==> src/rtl/mmu_sfr_write_decoder.sv <==
// SFR write decoder for the MMU control and TLB entry registers.
// It merges SET/HFXB/HFXT writes and hands TLB write requests to the TLB through a level req/ack handshake.
module mmu_sfr_write_decoder #(
  parameter logic [7:0] IDX_MMC = 8'h20,
  parameter logic [7:0] IDX_TEL = 8'h21,
  parameter logic [7:0] IDX_TEH = 8'h22,
  parameter logic [7:0] IDX_TWC = 8'h23
) (
  input  logic        clock,
  input  logic        reset,
  input  logic        cpu_wr_reg_en_i_m,
  input  logic [1:0]  cpu_wr_reg_cmd_i_m,
  input  logic [7:0]  cpu_wr_reg_idx_i_m,
  input  logic [31:0] cpu_wr_reg_val_i_m,
  output logic [31:0] mmc_o,
  output logic [31:0] tel_o,
  output logic [31:0] teh_o,
  output logic        tlb_wr_req_o,
  output logic [31:0] tlb_wr_tel_o,
  output logic [31:0] tlb_wr_teh_o,
  input  logic        tlb_wr_ack_i,
  output logic        err_o
);

  typedef enum logic {
    IDLE = 1'b0,
    PEND = 1'b1
  } state_t;

  localparam logic [1:0] CMD_SET  = 2'b00;
  localparam logic [1:0] CMD_HFXB = 2'b01;
  localparam logic [1:0] CMD_HFXT = 2'b10;
  localparam logic [1:0] CMD_RES  = 2'b11;

  // HFXB/HFXT: the upper half of val is a bit mask and the lower half is the data for one half-word.
  function automatic logic [31:0] mergeValue(input logic [31:0] old, input logic [1:0] cmd,
                                             input logic [31:0] val);
    logic [15:0] mask;
    logic [15:0] data;
    mask = val[31:16];
    data = val[15:0];
    case (cmd)
      CMD_SET:  mergeValue = val;
      CMD_HFXB: mergeValue = {old[31:16], (old[15:0] & ~mask) | (data & mask)};
      CMD_HFXT: mergeValue = {(old[31:16] & ~mask) | (data & mask), old[15:0]};
      default:  mergeValue = old;
    endcase
  endfunction

  state_t      r_state;
  state_t      w_stateNext;
  logic [31:0] r_mmc;
  logic [31:0] r_tel;
  logic [31:0] r_teh;
  logic [31:0] r_snapTel;
  logic [31:0] r_snapTeh;
  logic        r_err;

  logic        w_cmdOk;
  logic        w_hitMmc;
  logic        w_hitTel;
  logic        w_hitTeh;
  logic        w_hitTwc;
  logic        w_reject;
  logic [31:0] w_mmcMerged;
  logic [31:0] w_mmcNext;
  logic [31:0] w_telMerged;
  logic [31:0] w_tehMerged;
  logic [1:0]  w_twcBits;
  logic        w_issue;
  logic        w_clearE;
  logic        w_takeSnap;
  logic        w_overrun;
  logic        w_eNext;

  assign w_cmdOk  = cpu_wr_reg_en_i_m && (cpu_wr_reg_cmd_i_m != CMD_RES);
  assign w_hitMmc = w_cmdOk && (cpu_wr_reg_idx_i_m == IDX_MMC);
  assign w_hitTel = w_cmdOk && (cpu_wr_reg_idx_i_m == IDX_TEL);
  assign w_hitTeh = w_cmdOk && (cpu_wr_reg_idx_i_m == IDX_TEH);
  assign w_hitTwc = w_cmdOk && (cpu_wr_reg_idx_i_m == IDX_TWC);
  assign w_reject = cpu_wr_reg_en_i_m && !(w_hitMmc || w_hitTel || w_hitTeh || w_hitTwc);

  assign w_mmcMerged = mergeValue(r_mmc, cpu_wr_reg_cmd_i_m, cpu_wr_reg_val_i_m);
  assign w_telMerged = mergeValue(r_tel, cpu_wr_reg_cmd_i_m, cpu_wr_reg_val_i_m);
  assign w_tehMerged = mergeValue(r_teh, cpu_wr_reg_cmd_i_m, cpu_wr_reg_val_i_m);

  // TWC has no storage, so only bits 1:0 of a merge against zero matter.
  always_comb begin
    w_twcBits = 2'b00;
    case (cpu_wr_reg_cmd_i_m)
      CMD_SET:  w_twcBits = cpu_wr_reg_val_i_m[1:0];
      CMD_HFXB: w_twcBits = cpu_wr_reg_val_i_m[17:16] & cpu_wr_reg_val_i_m[1:0];
      default:  w_twcBits = 2'b00;
    endcase
  end

  assign w_issue  = w_hitTwc && w_twcBits[0];
  assign w_clearE = w_hitTwc && w_twcBits[1];

  always_comb begin
    w_stateNext = r_state;
    w_takeSnap  = 1'b0;
    w_overrun   = 1'b0;
    case (r_state)
      IDLE: begin
        if (w_issue) begin
          w_stateNext = PEND;
          w_takeSnap  = 1'b1;
        end
      end
      PEND: begin
        if (tlb_wr_ack_i && w_issue) begin
          w_takeSnap = 1'b1;
        end else if (tlb_wr_ack_i) begin
          w_stateNext = IDLE;
        end else if (w_issue) begin
          w_overrun = 1'b1;
        end
      end
      default: w_stateNext = IDLE;
    endcase
  end

  // The overrun set takes priority over a clear in the same TWC write.
  always_comb begin
    w_eNext = r_mmc[31];
    if (w_overrun) begin
      w_eNext = 1'b1;
    end else if (w_clearE) begin
      w_eNext = 1'b0;
    end
    w_mmcNext     = w_hitMmc ? w_mmcMerged : r_mmc;
    w_mmcNext[31] = w_eNext;
  end

  always_ff @(posedge clock) begin
    if (!reset) begin
      r_state <= IDLE;
    end else begin
      r_state <= w_stateNext;
    end
  end

  always_ff @(posedge clock) begin
    if (!reset) begin
      r_mmc     <= 32'h0;
      r_tel     <= 32'h0;
      r_teh     <= 32'h0;
      r_snapTel <= 32'h0;
      r_snapTeh <= 32'h0;
      r_err     <= 1'b0;
    end else begin
      r_mmc <= w_mmcNext;
      if (w_hitTel) begin
        r_tel <= w_telMerged;
      end
      if (w_hitTeh) begin
        r_teh <= w_tehMerged;
      end
      if (w_takeSnap) begin
        r_snapTel <= r_tel;
        r_snapTeh <= r_teh;
      end
      r_err <= w_reject || w_overrun;
    end
  end

  assign mmc_o        = r_mmc;
  assign tel_o        = r_tel;
  assign teh_o        = r_teh;
  assign tlb_wr_req_o = (r_state == PEND);
  assign tlb_wr_tel_o = r_snapTel;
  assign tlb_wr_teh_o = r_snapTeh;
  assign err_o        = r_err;

endmodule

==> config.mk <==
export PLATFORM = sky130hd
export DESIGN_NAME = mmu_sfr_write_decoder
export DESIGN_NICKNAME = d
export VERILOG_FILES = /design/src/rtl/mmu_sfr_write_decoder.sv
export SDC_FILE = /design/constraint.sdc
export NUM_CORES = 1
export LEC_CHECK = 0
export CORE_MARGIN = 5
export CORE_UTILIZATION = 57
export CTS_BUF_LIST = sky130_fd_sc_hd__clkbuf_8
export DETAILED_ROUTE_END_ITERATION = 8
export DONT_BUFFER_PORTS = 1
export PLACE_DENSITY = 0.69
export REMOVE_ABC_BUFFERS = 1
export SLEW_MARGIN = 20
export SYNTH_ARGS = -nofsm -noshare
export SYNTH_HDL_FRONTEND = slang
export SYNTH_SLANG_ARGS = --single-unit
export TNS_END_PERCENT = 5
==> constraint.sdc <==
create_clock -name clock -period 3 [get_ports clock]
set_clock_uncertainty 0.1 [all_clocks]
set_input_delay 0.3 -clock clock [delete_from_list [all_inputs] [get_ports clock]]
set_output_delay 0.3 -clock clock [all_outputs]
set_load 0.1 [all_outputs]
==> results of run 1 <==
==> cells in the final DEF, fill, tap and decap left out, types with 4 or more instances in the layout <==
cell,n
buf_4,28
clkbuf_8,21
ha_1,4
nor3_1,48
nand2_1,197
o22ai_1,48
dfxtp_1,162
dlygate4sd3_1,84
nand3_1,32
nor2_1,34
mux2i_1,64
inv_1,4
clkinvlp_4,4
clkinv_2,4
o21ai_0,48
or2_2,5
o311ai_0,47
==> layout make-up <==
type                       count  area [um2]
fill                         910        3407
multi-input combinational    551        3127
tap                          143       178.9
sequential                   162        3243
inverter                       2       7.507
clock inverter                11       87.58
clock buffer                  21       289.0
timing repair buffer         113        1079
==> logic make-up after synthesis <==
| logic type | synth area share, % |
|---|---|
| flops | 48.88 |
| simple gates | 21.46 |
| compound gates | 15.07 |
| fa+ha+maj | 0.7543 |
| mux | 9.655 |
| buf+inv | 4.186 |
==> synthesized netlist by cell type, types with 2 or more instances <==
cell type,instances
o311ai_0,47
inv_1,2
clkbuf_1,67
a21boi_1,2
buf_2,3
ha_1,4
nor2_1,34
o21ai_0,48
nand3_1,33
mux2i_1,64
nor3_1,48
or2_2,5
o22ai_1,48
dfxtp_1,162
a21oi_1,2
or2_1,2
nand2_1,198
==> where the power goes <==
| part | switching [mW] | internal, mW | leakage [nW] |
|---|---|---|---|
| Clock | 0.779 | 0.731 | 0.192 |
| Sequential | 0.00796 | 2.15 | 1.30 |
| Combinational | 0.163 | 0.0787 | 1.73 |
==> sequential cells by signal (all words and copies together) (netlist names) <==
signal        cells
mmc_o            32
teh_o            32
tel_o            32
tlb_wr_teh_o     32
tlb_wr_tel_o     32
err_o             1
tlb_wr_req_o      1
==> path summary, 6_finish.rpt <==
| path | start | endpoint | cells after the start |
|---|---|---|---|
| setup / recovery | tlb_wr_tel_o[11] | tlb_wr_tel_o[11] | 4 |
| hold / removal | reset | mmc_o[15] | 2 |
| setup reg to reg | tlb_wr_tel_o[11] | tlb_wr_tel_o[11] | 4 |
| hold reg to reg | teh_o[24] | tlb_wr_teh_o[24] | 2 |
==> critical path: cells and delay by family (launching register included) <==
family	cells	cell delay, ps
buffers and inverters	2	1180
DFF	1	980
muxes	1	120
and+or+nand+nor	1	140
==> layer usage <==
| layer | part of all wire (%) | wire, um | vias to the layer above | track usage (%) |
|---|---|---|---|---|
| li1 | - | - | 2917 | - |
| met1 | 39 | 8625 | 3005 | 37.13 |
| met2 | 47 | 10420 | 401 | 49.68 |
| met3 | 10 | 2231 | 87 | 9.851 |
| met4 | 4.4 | 977 | 0 | 15.84 |
| met5 | 0 | 0 | - | 0 |
==> repair_timing <==
action | in CTS | in global routing
hold buffers | 85 | 0
setup buffers | 0 | 0
hold endpoints to repair | 162 | 0
==> metrics by stage <==
| step | cell area, um2 | total power [mW] | cells |
|---|---|---|---|
| after floorplan | 6365 | 2.313 | 715 |
| after global placement | 6766 | 2.357 | 886 |
| after detailed placement | 6766 | 2.361 | 886 |
| after CTS | 8011 | 3.913 | 1003 |
| after global routing | 8011 | 4.033 | 1003 |
| final | 8011 | 3.908 | 1003 |
==> impl_metrics.py, run 1 <==
metrics = {
    "outcome": {
        "outcome": "finished clean",
    },
    "critical_path": {
        "r2r_setup_slack_ps": 410,
        "crit_required_ps": 3310,
        "endpoint_kind": "register",
        "crit_fanout": 2,
        "cp.arrival_ps": 2900,
        "path_class": "register to register",
        "cpMostUsedCell": "dlygate4sd3_1",
        "cpPeakStageDelay_ps": 980,
        "cp_slowest_cell": "dfxtp_1",
        "path_cells": "nand2_1 -> dlygate4sd3_1 -> mux2i_1 -> dlygate4sd3_1",
        "start_kind": "register",
    },
    "die": {
        "io_pins": 208,
        "die_x_um": 117.9,
        "initial_core_util_pct": 58.11,
        "num_rows": 39,
        "coreArea_um2": 11420,
        "die_h_um": 117.9,
        "die_area_um2": 13900,
    },
    "clocking": {
        "cts-root-buf": "clkbuf_8",
        "cts_tree": "built",
        "cts_resized": 0,
        "htreeDepth": 4,
        "cts_max_path_buffers": 2,
        "clkSinkCount": 162,
        "clk_latency_ps": 460,
        "path_clk_slew_ps": 90,
        "numCtsBuffers": 17,
    },
    "pwr": {
        "p_leak_nw": 3.230,
        "peakVddDrop_v": 0.0003876,
        "power_density_nw_per_um2": 487.8,
    },
    "timing": {
        "hold_viol_final": 0,
        "worstMarginPinSlew_ps": 1076,
        "setup_ws_ps": 409.6,
        "setup_violations": 0,
        "fmax_mhz": 386.0,
        "whs_ps": 34.46,
        "min_period_ps": 2590,
        "min_period_over_period_pct": 86.35,
        "slew_viol_final": 0,
        "rsz0062_at_grt": "no",
        "finalSetupTns_ps": 0,
        "max_slew_margin_pct": 28.18,
    },
    "synth": {
        "synthArstFlopShare_pct": 0,
        "synth_cell_types": 34,
        "synthTopCellsByArea": "dfxtp_1 49%, nand2_1 11%, mux2i_1 9.7%, o311ai_0 6.2%, o22ai_1 4.5%",
        "avgSynthCellArea_um2": 8.442,
        "synth_warnings": 0,
        "seq_area_frac_synth_pct": 48.88,
        "netlist_instances": 786,
        "synth-edff-count": 0,
        "yosys.area.top_type": "dfxtp_1",
        "synth.top_cell.area_share_pct": 48.88,
        "yosys_register_bits": 162,
        "syn_area_um2": 6635,
        "yosys_most_used_dff": "dfxtp_1",
    },
    "layout": {
        "syn_to_final_growth_pct": 20.74,
        "postLayoutCoreUtil_pct": 70.16,
        "fin_nets": 897,
        "diodes": 0,
        "layout-drive-gt1-share_pct": 7.907,
    },
    "detailed_routing": {
        "wirelength_um": 22260,
        "ant_nets": 0,
        "vias_per_cell": 6.391,
        "first_iter_violations": 588,
        "wl_per_cell_um": 22.19,
        "drc_errors": 0,
        "num_vias": 6410,
        "dr.pass1.iters": 5,
    },
    "min_path": {
        "hp-class": "input port to register",
    },
    "grt": {
        "overflow": 0,
        "grt_pass1_vias": 6359,
        "grt_pass1_wl_um": 34890,
        "grt_usage_pct": 30.96,
        "grt_max_degree": 155,
        "antenna_found_initial": 0,
    },
    "place": {
        "gp_congestion": 0.8999,
        "dpl.hpwl_um": 13560,
        "port_buffers": 0,
        "pre_cts_ws_ps": 404.3,
    },
    "flow_run": {
        "drv_cap": 0,
    },
}
No activity file was read; power rests on OpenSTA's default activity.
==> inputs of run 2 (changes only) <==
Settings changed: SKIP_CTS_REPAIR_TIMING set to 1.
==> run 2 against run 1 <==
Compared with the run above: critical path depth grew 1; the run now ends with hold timing left; critical path type is now input port to register; total power is essentially flat; largest cell class unchanged; clock-buffer cell count is the same; sequential share of layout area grew 2.8 points.
==> impl_metrics.py, run 2 (same netlist as run 1, synthesis figures left out) <==
metrics = {
    "outcome": {
        "outcome": "complete, but fails checks",
        "violations": "hold timing",
    },
    "critical_path": {
        "endpoint_kind": "register",
        "r2r_setup_slack_ps": 810,
        "crit_required_ps": 3310,
        "start_kind": "input port",
        "crit_fanout": 3,
        "path_class": "input port to register",
        "cp.arrival_ps": 2670,
    },
    "pwr": {
        "peakVddDrop_v": 0.0003983,
        "p_sw_share_pct": 24.34,
        "p_leak_nw": 3.012,
        "power_density_nw_per_um2": 520.6,
        "pwr-share-seq_pct": 55.2,
        "power_frac_comb_pct": 6.1,
        "power_mw": 3.905,
        "power_frac_clock_pct": 38.7,
        "switching_power_mw": 0.9506,
        "power.internal_mw": 2.954,
    },
    "die": {
        "die_area_um2": 13900,
        "io_pins": 208,
        "coreArea_um2": 11420,
        "initial_core_util_pct": 58.11,
        "die_h_um": 117.9,
        "num_rows": 39,
        "die_x_um": 117.9,
    },
    "timing": {
        "max_slew_margin_pct": 28.23,
        "min_period_ps": 2363,
        "min_period_over_period_pct": 78.76,
        "rsz0062_at_grt": "no",
        "setup_violations": 0,
        "fmax_mhz": 423.2,
        "worstMarginPinSlew_ps": 1075,
        "hold_viol_final": 5,
        "whs_ps": -28.06,
        "slew_viol_final": 0,
    },
    "clocking": {
        "clkSinkCount": 162,
        "htreeDepth": 4,
        "cts_tree": "built",
        "cts-root-buf": "clkbuf_8",
        "cts_max_path_buffers": 2,
        "clk_latency_ps": 460,
        "path_clk_slew_ps": 80,
        "numCtsBuffers": 17,
    },
    "layout": {
        "final_cell_mix": "197 x nand2_1, 162 x dfxtp_1, 64 x mux2i_1",
        "layout-drive-gt1-share_pct": 8.405,
        "mostFrequentLayoutCell": "nand2_1",
        "postLayoutCoreUtil_pct": 65.69,
        "diodes": 0,
        "finalNonFillerCells": 952,
        "syn_to_final_growth_pct": 13.05,
        "fin_nets": 846,
    },
    "detailed_routing": {
        "wirelength_um": 21440,
        "first_iter_violations": 663,
        "wl_per_cell_um": 22.52,
        "vias_per_cell": 6.410,
        "drc_errors": 0,
        "num_vias": 6102,
        "ant_nets": 0,
        "dr.pass1.iters": 5,
    },
    "grt": {
        "antenna_found_initial": 0,
        "grt_pass1_vias": 5601,
        "grt_pass1_wl_um": 30660,
        "overflow": 0,
        "grt_max_degree": 211,
        "grt_usage_pct": 27.07,
    },
    "place": {
        "dpl.hpwl_um": 13560,
        "port_buffers": 0,
        "gp_congestion": 0.8999,
        "dpl.cell_count": 886,
    },
    "min_path": {
        "hp-class": "input port to register",
    },
    "flow_run": {
        "drv_cap": 0,
    },
}
run 2: changes by cell type in the layout (fill, tap and decap cells not counted):
cell           previous run  this run
dlygate4sd3_1            84        33
run 2: path summary, 6_finish.rpt:
path	startpoint	cells after the start	endpoint
worst min register to register	teh_o[24]	2	tlb_wr_teh_o[24]
worst min-delay path	reset	2	tel_o[17]
worst max-delay path	cpu_wr_reg_idx_i_m[3]	5	err_o
worst max register to register	tlb_wr_req_o	5	err_o
run 2: final cells by class:
type | instances | area [um2]
Clock inverter | 11 | 87.58
Timing Repair Buffer | 62 | 568.0
Inverter | 2 | 7.507
Multi-Input combinational cell | 551 | 3127
Fill cell | 983 | 3918
Clock buffer | 21 | 289.0
Tap cell | 143 | 178.9
Sequential cell | 162 | 3243
run 2: metrics by stage:
stage / TNS (ps) / hold WS [ps] / cell area, um2 / setup slack (ps)
finish: 0 / -28.06 / 7501 / 637.3
global route: 0 / 0.2335 / 7501 / 623.9
CTS: 0 / -139.4 / 7143 / 891.4
detailed placement: 0 / 350.7 / 6766 / 404.3
global placement: 0 / 344.3 / 6766 / 472.1
floorplan: -36730 / 317.8 / 6365 / -573.9
run 2: power groups by stage:
stage	Combinational [mW]	Sequential (mW)	Clock (mW)
floorplan	0.105	2.21	0
global placement	0.149	2.21	0
detailed placement	0.153	2.21	0
CTS	0.154	2.16	1.52
global route	0.258	2.16	1.62
finish	0.238	2.16	1.51
run 2: layer usage:
| metal | global-route usage [%] | wire length (um) | vias up |
|---|---|---|---|
| li1 | - | - | 2825 |
| met1 | 33.36 | 8538 | 2889 |
| met2 | 43.03 | 10040 | 330 |
| met3 | 9.082 | 2188 | 58 |
| met4 | 11.83 | 670 | 0 |
| met5 | 0 | 0 | - |
run 2: critical path, stage by stage:
cell and delay [ps]:
or4b_1 530, or4_1 570, or4_4 580, a21boi_1 130, dlygate4sd3_1 560
==> inputs of run 3 (changes only) <==
Clock period 3 ns to 2.5 ns, I/O delays scaled along.
==> run 3 against run 2 <==
Compared with the run above: the flow still finishes with violations (hold timing); final area rose by 17%; worst setup slack got worse by 600 ps; worst hold slack improved by 21 ps; register-to-register slack got worse by 130 ps; critical path type unchanged; critical endpoint is now teh_o[29]; largest power group unchanged; highest routed layer unchanged.
==> impl_metrics.py, run 3 (same netlist as run 1, synthesis figures left out) <==
metrics = {
    "detailed_routing": {
        "ant_nets": 0,
        "vias_per_cell": 6.119,
        "num_vias": 6835,
        "dr.pass1.iters": 7,
        "first_iter_violations": 755,
        "drc_errors": 0,
        "wirelength_um": 23160,
        "wl_per_cell_um": 20.74,
    },
    "critical_path": {
        "rr_worst_depth": 4,
        "reg2reg_to": "err_o",
        "endpoint_kind": "register",
        "crit_required_ps": 2810,
        "crit_fanout": 16,
        "path_class": "input port to register",
        "r2r_setup_slack_ps": 680,
        "start_kind": "input port",
        "reg2reg_from": "tlb_wr_req_o",
        "cp.arrival_ps": 2770,
    },
    "place": {
        "port_buffers": 0,
        "placed_cell_area_um2": 7925,
        "dpl.hpwl_um": 14600,
        "gp_congestion": 0.9380,
    },
    "clocking": {
        "cts_max_path_buffers": 2,
        "numCtsBuffers": 17,
        "htreeDepth": 4,
        "path_clk_slew_ps": 80,
        "clkSinkCount": 162,
        "cts-root-buf": "clkbuf_8",
        "clk_latency_ps": 460,
        "cts_tree": "built",
    },
    "layout": {
        "fin_nets": 1011,
        "diodes": 0,
        "syn_to_final_growth_pct": 32.68,
        "layout-drive-gt1-share_pct": 22.69,
        "postLayoutCoreUtil_pct": 77.10,
        "final_cell_mix": "197 x nand2_1, 177 x buf_4, 162 x dfxtp_1",
        "final_area_um2": 8803,
        "mostFrequentLayoutCell": "nand2_1",
    },
    "pwr": {
        "power.internal_mw": 3.465,
        "power_frac_comb_pct": 7.0,
        "p_sw_share_pct": 25.24,
        "p_leak_nw": 3.907,
        "power_mw": 4.635,
        "power_density_nw_per_um2": 526.5,
        "switching_power_mw": 1.170,
        "power_frac_clock_pct": 37.2,
        "pwr-share-seq_pct": 55.8,
        "peakVddDrop_v": 0.0004999,
    },
    "min_path": {
        "hp-class": "input port to register",
        "hold_end": "teh_o[14]",
        "hold_start": "reset",
        "whs_path_depth": 2,
    },
    "die": {
        "die_h_um": 117.9,
        "initial_core_util_pct": 58.11,
        "coreArea_um2": 11420,
        "die_area_um2": 13900,
        "die_x_um": 117.9,
        "io_pins": 208,
        "num_rows": 39,
    },
    "grt": {
        "grt_usage_pct": 29.10,
        "antenna_found_initial": 0,
        "grt_max_degree": 211,
        "grt_pass1_vias": 6296,
        "overflow": 0,
        "grt_pass1_wl_um": 33350,
    },
    "timing": {
        "slew_viol_final": 0,
        "whs_ps": -6.769,
        "min_period_ps": 2467,
        "fmax_mhz": 405.3,
        "max_slew_margin_pct": 37.11,
        "hold_viol_final": 1,
        "min_period_over_period_pct": 98.69,
        "setup_violations": 0,
        "worstMarginPinSlew_ps": 942.1,
        "rsz0062_at_grt": "no",
        "finalSetupTns_ps": 0,
    },
    "outcome": {
        "outcome": "complete, but fails checks",
        "violations": "hold timing",
    },
    "flow_run": {
        "drv_cap": 0,
    },
}
[run 3: through the flow]
step | worst slack, ps | instances
floorplan | -1074 | 715
global placement | 179.9 | 1037
detailed placement | -2.117 | 1037
CTS | 485.0 | 1069
global route | 26.62 | 1117
finish | 32.86 | 1117
[run 3: critical path: stages]
cell           delay [ps]
or4b_1                560
or4_1                 580
or2_1                 540
o22ai_1               280
dlygate4sd3_1         560
[run 3: area by class of cell]
| class | count | area, um2 |
|---|---|---|
| Tap cell | 143 | 178.9 |
| Fill cell | 854 | 2615 |
| Timing Repair Buffer | 227 | 1894 |
| Clock inverter | 11 | 63.81 |
| Clock buffer | 21 | 289.0 |
| Inverter | 2 | 7.507 |
| Sequential cell | 162 | 3243 |
| Multi-Input combinational cell | 551 | 3127 |
[run 3: worst max path at each step]
| stage | from | end | slack (ps) | depth (start not counted) |
|---|---|---|---|---|
| 6_report | cpu_wr_reg_idx_i_m[3] | teh_o[29] | 30 | 5 |
| 4_1_cts | cpu_wr_reg_cmd_i_m[1] | teh_o[0] | 480 | 6 |
| 5_1_grt | cpu_wr_reg_idx_i_m[3] | teh_o[29] | 30 | 5 |
| 3_3_place_gp | cpu_wr_reg_cmd_i_m[1] | teh_o[15] | 180 | 6 |
| 3_5_place_dp | cpu_wr_reg_cmd_i_m[1] | teh_o[0] | -2 | 6 |
| 2_1_floorplan | tlb_wr_req_o | tlb_wr_teh_o[0] | -1070 | 3 |
[run 3: routing by layer]
layer / routed length (um) / GRT usage (%)
met5: 0 / 0
met4: 879 / 12.11
met3: 2315 / 8.506
met2: 11010 / 47.56
met1: 8960 / 35.81
[run 3: power by group through the flow]
stage               Combinational, mW  Sequential (mW)  Clock [mW]
floorplan                       0.126             2.65           0
global placement                0.187             2.65           0
detailed placement              0.192             2.65           0
CTS                             0.193             2.59        1.73
global route                    0.349             2.59        1.85
finish                          0.325             2.59        1.73
